--- src/rtl/ram_access_controller.sv ---
// ram_access_controller: sequences single-word CPU reads/writes onto the asynchronous
// RAM with setup, strobe and hold phases so address/data never move under a strobe.
//
//   state  | meaning
//   IDLE   | waiting for req; mem_address/mem_datain keep their last values
//   SETUP  | address (and write data) presented, strobes low
//   STROBE | read or write strobe high for WAITSTATES+1 cycles
//   HOLD   | strobes low, address/data held
//   DONE   | ack pulse, err valid
module ram_access_controller #(
  parameter int ADLINES    = 8,
  parameter int DATALINES  = 16,
  parameter int RAMSIZE    = 256,
  parameter int WAITSTATES = 1
) (
  input  logic                 i_clk,
  input  logic                 i_reset,
  input  logic                 i_req,
  input  logic                 i_we,
  input  logic [ADLINES-1:0]   i_addr,
  input  logic [DATALINES-1:0] i_wdata,
  output logic                 o_ack,
  output logic                 o_err,
  output logic [DATALINES-1:0] o_rdata,
  output logic                 o_busy,
  output logic [ADLINES-1:0]   o_mem_address,
  output logic [DATALINES-1:0] o_mem_datain,
  input  logic [DATALINES-1:0] i_mem_dataout,
  output logic                 o_mem_read,
  output logic                 o_mem_write
);

  typedef enum logic [2:0] {S_IDLE, S_SETUP, S_STROBE, S_HOLD, S_DONE} state_t;

  localparam logic [ADLINES:0] LP_RAMSIZE = (ADLINES+1)'(RAMSIZE);
  localparam logic [3:0]       LP_WAIT    = 4'(WAITSTATES);

  state_t                 r_state, w_state_nxt;
  logic [3:0]             r_cnt, w_cnt_nxt;
  logic                   r_we, w_we_nxt;
  logic                   r_ack, w_ack_nxt;
  logic                   r_err, w_err_nxt;
  logic                   r_busy, w_busy_nxt;
  logic                   r_rd, w_rd_nxt;
  logic                   r_wr, w_wr_nxt;
  logic [DATALINES-1:0]   r_rdata, w_rdata_nxt;
  logic [ADLINES-1:0]     r_maddr, w_maddr_nxt;
  logic [DATALINES-1:0]   r_mdin, w_mdin_nxt;
  logic                   w_out_of_range;

  assign w_out_of_range = ({1'b0, i_addr} >= LP_RAMSIZE);

  always_comb begin
    w_state_nxt = r_state;
    w_cnt_nxt   = r_cnt;
    w_we_nxt    = r_we;
    w_ack_nxt   = 1'b0;
    w_err_nxt   = 1'b0;
    w_busy_nxt  = 1'b1;
    w_rd_nxt    = 1'b0;
    w_wr_nxt    = 1'b0;
    w_rdata_nxt = r_rdata;
    w_maddr_nxt = r_maddr;
    w_mdin_nxt  = r_mdin;
    case (r_state)
      S_IDLE: begin
        w_busy_nxt = 1'b0;
        if (i_req) begin
          w_we_nxt   = i_we;
          w_busy_nxt = 1'b1;
          // Out-of-range requests never touch the RAM lines.
          if (w_out_of_range) begin
            w_state_nxt = S_DONE;
            w_ack_nxt   = 1'b1;
            w_err_nxt   = 1'b1;
          end else begin
            w_state_nxt = S_SETUP;
            w_maddr_nxt = i_addr;
            if (i_we) w_mdin_nxt = i_wdata;
          end
        end
      end
      S_SETUP: begin
        w_state_nxt = S_STROBE;
        w_cnt_nxt   = LP_WAIT;
        w_rd_nxt    = ~r_we;
        w_wr_nxt    = r_we;
      end
      S_STROBE: begin
        if (r_cnt == 4'd0) begin
          w_state_nxt = S_HOLD;
          if (!r_we) w_rdata_nxt = i_mem_dataout;
        end else begin
          w_cnt_nxt = r_cnt - 4'd1;
          w_rd_nxt  = ~r_we;
          w_wr_nxt  = r_we;
        end
      end
      S_HOLD: begin
        w_state_nxt = S_DONE;
        w_ack_nxt   = 1'b1;
      end
      S_DONE: begin
        w_state_nxt = S_IDLE;
        w_busy_nxt  = 1'b0;
      end
      default: begin
        w_state_nxt = S_IDLE;
        w_busy_nxt  = 1'b0;
      end
    endcase
  end

  always_ff @(posedge i_clk) begin
    if (i_reset) begin
      r_state <= S_IDLE;
      r_cnt   <= 4'd0;
      r_we    <= 1'b0;
      r_ack   <= 1'b0;
      r_err   <= 1'b0;
      r_busy  <= 1'b0;
      r_rd    <= 1'b0;
      r_wr    <= 1'b0;
      r_rdata <= '0;
      r_maddr <= '0;
      r_mdin  <= '0;
    end else begin
      r_state <= w_state_nxt;
      r_cnt   <= w_cnt_nxt;
      r_we    <= w_we_nxt;
      r_ack   <= w_ack_nxt;
      r_err   <= w_err_nxt;
      r_busy  <= w_busy_nxt;
      r_rd    <= w_rd_nxt;
      r_wr    <= w_wr_nxt;
      r_rdata <= w_rdata_nxt;
      r_maddr <= w_maddr_nxt;
      r_mdin  <= w_mdin_nxt;
    end
  end

  assign o_ack         = r_ack;
  assign o_err         = r_err;
  assign o_rdata       = r_rdata;
  assign o_busy        = r_busy;
  assign o_mem_address = r_maddr;
  assign o_mem_datain  = r_mdin;
  assign o_mem_read    = r_rd;
  assign o_mem_write   = r_wr;

endmodule

--- config.mk ---
export PLATFORM = sky130hd
export DESIGN_NAME = ram_access_controller
export DESIGN_NICKNAME = d
export VERILOG_FILES = /design/src/rtl/ram_access_controller.sv
export SDC_FILE = /design/constraint.sdc
export NUM_CORES = 1
export LEC_CHECK = 0
export ABC_AREA = 1
export BUFFER_PORTS_ARGS = -buffer_cell sky130_fd_sc_hd__buf_4
export CORE_ASPECT_RATIO = 0.6
export CORE_UTILIZATION = 39
export CTS_CLUSTER_SIZE = 14
export DETAILED_ROUTE_END_ITERATION = 6
export PLACE_DENSITY = 0.79
export SETUP_SLACK_MARGIN = 0.3
export SLEW_MARGIN = 40
export SYNTH_ARGS = -nofsm -noshare
export SYNTH_HDL_FRONTEND = slang
export SYNTH_SLANG_ARGS = --single-unit
--- constraint.sdc ---
create_clock -name i_clk -period 1.31 [get_ports i_clk]
set_input_delay 0.0655 -clock i_clk [delete_from_list [all_inputs] [get_ports i_clk]]
set_output_delay 0.0655 -clock i_clk [all_outputs]
set_load 0.1 [all_outputs]
==> flow_metrics.env <==
export IMPL_outcome="completed"
export IMPL_postLayoutCoreUtil_pct=69.72
export IMPL_synthTopCellsByArea="dfxtp_1 (52%), nand2_1 (7.8%), nor2_1 (7.6%)"
export IMPL_clock_sinks=52
export IMPL_globalplace_congestion=0.7697
export IMPL_timing_rr_start="r_cnt[1]"
export IMPL_antenna_left=0
export IMPL_path_cells="inv_2 > ha_4 > nand2_4 > nor2_4 > nand2_4 > buf_4 > o21ai_1 > nor2_1"
export IMPL_drc=0
export IMPL_worstPathArrival_ps=1450
export IMPL_p_leak_uw=0.001407
export IMPL_path_class="reg -> reg"
export IMPL_hold_violations=0
export IMPL_critical_path_startpoint="r_cnt[1]"
export IMPL_crit_path_max_fanout=9
export IMPL_crit_end="o_rdata[14]"
export IMPL_first_iter_violations=58
export IMPL_r2r_slack_ps=70
export IMPL_ys_async_sr_fraction_pct=0
export IMPL_ioPinCount=89
export IMPL_h_tree_depth=2
export IMPL_first_pass_iters=4
export IMPL_core_rowCount=19
export IMPL_cts_root_buf="clkbuf_8"
export IMPL_start_util_pct=41.97
export IMPL_crit_slowest_cell="dfxtp_2"
export IMPL_max_clock_freq_mhz=809.2
export IMPL_synth_top_flop_cell="dfxtp_1"
export IMPL_ys_types=31
export IMPL_max_stage_delay_ps=330
export IMPL_cts_max_path_buffers=2
export IMPL_fin_nets=393
export IMPL_die_x_um=94.12
export IMPL_wirelength_um=5164
export IMPL_critPathCaptureType="flip-flop"
export IMPL_cts_buffers=5
export IMPL_rsz0062_at_grt="yes"
export IMPL_grt_max_degree=33
export IMPL_wire_per_inst_um=12.56
export IMPL_grt_overflow=0
export IMPL_synth_top_area_share_pct=52.43
export IMPL_post_route_cells_drive_above_1_share_pct=52.87
export IMPL_antenna_cells=0
export IMPL_synthesis_area_um2=1986
export IMPL_synth_most_common_cell="dfxtp_1"
export IMPL_placeableCoreArea_um2=4731
export IMPL_crit_path_start_kind="flip-flop"
export IMPL_hpwl_um=3410
export IMPL_ys_seq_elements=52
export IMPL_ys_seq_area_share_pct=52.43
export IMPL_r2r_end="o_rdata[14]"
export IMPL_grt_pass1_vias=1782
export IMPL_setup_viol=0
export IMPL_pwr_share_clk_pct=24.1
export IMPL_synthTopCellsByCount="dfxtp_1 (52), nand2_1 (41), nor2_1 (40)"
export IMPL_vias=1962
export IMPL_die_area_um2=5390
export IMPL_critPathRequiredTime_ps=1520
export IMPL_synth_edf_count=0
export IMPL_track_usage_pct=18.43
export IMPL_fin_skew_ps=9.871
export IMPL_vias_per_cell=4.774
export IMPL_clk_latency_ps=310
export IMPL_syn_num_nets=283
export IMPL_switching_power_uw=1774
export IMPL_maxCapViolations=0
export IMPL_path_clk_slew_ps=100
export IMPL_setup_tns_ps=0
export IMPL_pwr_share_seq_pct=39.5
export IMPL_netlist_top_cell_by_area="dfxtp_1"
export IMPL_min_period_over_period_pct=94.34
export IMPL_syn_area_per_cell_um2=8.378
export IMPL_grt_pass1_wl_um=7700
export IMPL_synth_warnings=0
export IMPL_slew_headroom_pct=63.04
export IMPL_syn_to_final_growth_pct=66.10
export IMPL_power_density_nw_per_um2=1398
export IMPL_syn_inst=237
export IMPL_switching_share_pct=38.48
export IMPL_final_setup_worst_slack_ps=74.21
export IMPL_hp_class="in -> reg"
export IMPL_io_buffers=87
export IMPL_reg2reg_depth=8
export IMPL_ir_drop_mv=0.8742
export IMPL_worst_path_most_repeated_cell="nand2_4"
export IMPL_combPwrFrac_pct=36.3
export IMPL_cts_tree="built"
export IMPL_p_int_uw=2837
export IMPL_min_period_ps=1236
export IMPL_pre_cts_ws_ps=17.46
export IMPL_antenna_found_initial=0
export IMPL_slew_violations=0
export IMPL_tightest_slew_ps=553.7
export IMPL_die_height_um=57.27
worst min path at each step:
stage                                   to  slack, ps         startpoint  depth (start not counted)
after global placement    o_mem_address[2]        320          i_addr[2]                          3
after detailed placement       o_rdata[14]        330  i_mem_dataout[14]                          3
after floorplan           o_mem_address[0]        200          i_addr[0]                          2
after CTS                  o_mem_datain[0]          2         i_wdata[0]                          3
final                      o_mem_datain[8]         10         i_wdata[8]                          3
after global routing       o_mem_datain[6]          7         i_wdata[6]                          3
power groups by stage:
stage,combinational [µW],clock [µW],sequential [µW]
2_1_floorplan,413,0,2560
3_3_place_gp,1440,0,1840
3_5_place_dp,1450,0,1840
4_1_cts,1600,1150,1810
5_1_grt,1770,1200,1840
6_report,1680,1110,1820
what timing repair did:
| item | in CTS | in global routing |
|---|---|---|
| pin swaps | 3 | 2 |
| setup endpoints to repair | 54 | 85 |
| hold buffers | 13 | 0 |
| hold endpoints to repair | 13 | 0 |
| cloned | 0 | 1 |
| gates resized for setup | 21 | 45 |
| setup buffers | 8 | 3 |
layout by cell type, fill, tap and decap left out, types with 2 or more instances in the layout:
| cell type | instances |
|---|---|
| a21oi_1 | 28 |
| a21oi_2 | 2 |
| buf_12 | 2 |
| buf_4 | 56 |
| buf_6 | 45 |
| clkbuf_8 | 5 |
| dfxtp_1 | 7 |
| dfxtp_2 | 44 |
| dlygate4sd3_1 | 13 |
| inv_1 | 3 |
| inv_2 | 4 |
| nand2_1 | 36 |
| nand2_2 | 4 |
| nand2_4 | 3 |
| nand3_1 | 17 |
| nand3_2 | 2 |
| nor2_1 | 38 |
| nor2_4 | 3 |
| nor3_1 | 2 |
| nor4_1 | 2 |
| o21ai_0 | 5 |
| o21ai_1 | 9 |
| o21ai_2 | 3 |
metal layers:
metal / up-vias / wire (µm) / GRT usage (%)
met5: - / 0 / 0
met4: 0 / 43 / 5.934
met3: 5 / 483 / 6.133
met2: 89 / 2319 / 32.01
met1: 878 / 2317 / 21.64
li1: 990 / - / -
cell type report:
cell class,count,area [µm²]
Inverter,9,43.79
Clock inverter,3,46.29
Multi-Input combinational cell,163,863.3
Sequential cell,52,1100
Tap cell,63,78.83
Timing Repair Buffer,116,1097
Fill cell,381,1433
Clock buffer,5,68.82
flip-flops by register name, indices dropped and copies added, names as in the netlist:
register,flops
o_rdata,16
o_mem_write,1
r_state,3
r_we,1
r_cnt,4
o_busy,1
o_mem_datain,16
o_mem_address,8
o_mem_read,1
o_ack,1
critical path: cells and delay by family (launching register included):
| kind | cells | cell delay (ps) |
|---|---|---|
| DFF | 1 | 330 |
| AOI/OAI and AO/OA | 1 | 110 |
| buffers and inverters | 2 | 250 |
| and+or+nand+nor | 4 | 310 |
| adders and majority gates | 1 | 140 |
cell families after synthesis:
logic type | count (synthesis) | synth area share [%]
buffers and inverters | 22 | 7.876
other | 1 | 0.1889
AOI/OAI and AO/OA | 49 | 13.23
adders and majority gates | 2 | 1.260
and+or+nand+nor | 111 | 25.02
DFF | 52 | 52.43
through the flow:
stage / area [µm²] / hold WS, ps / total power (µW) / instances
6_report: 3298 / 12.78 / 4611 / 411
5_1_grt: 3298 / 6.980 / 4809 / 411
4_1_cts: 3117 / 2.481 / 4551 / 407
3_5_place_dp: 2718 / 325.2 / 3293 / 378
3_3_place_gp: 2718 / 316.3 / 3279 / 378
2_1_floorplan: 2067 / 200.8 / 2974 / 237
No activity file was read; power rests on OpenSTA's default activity.
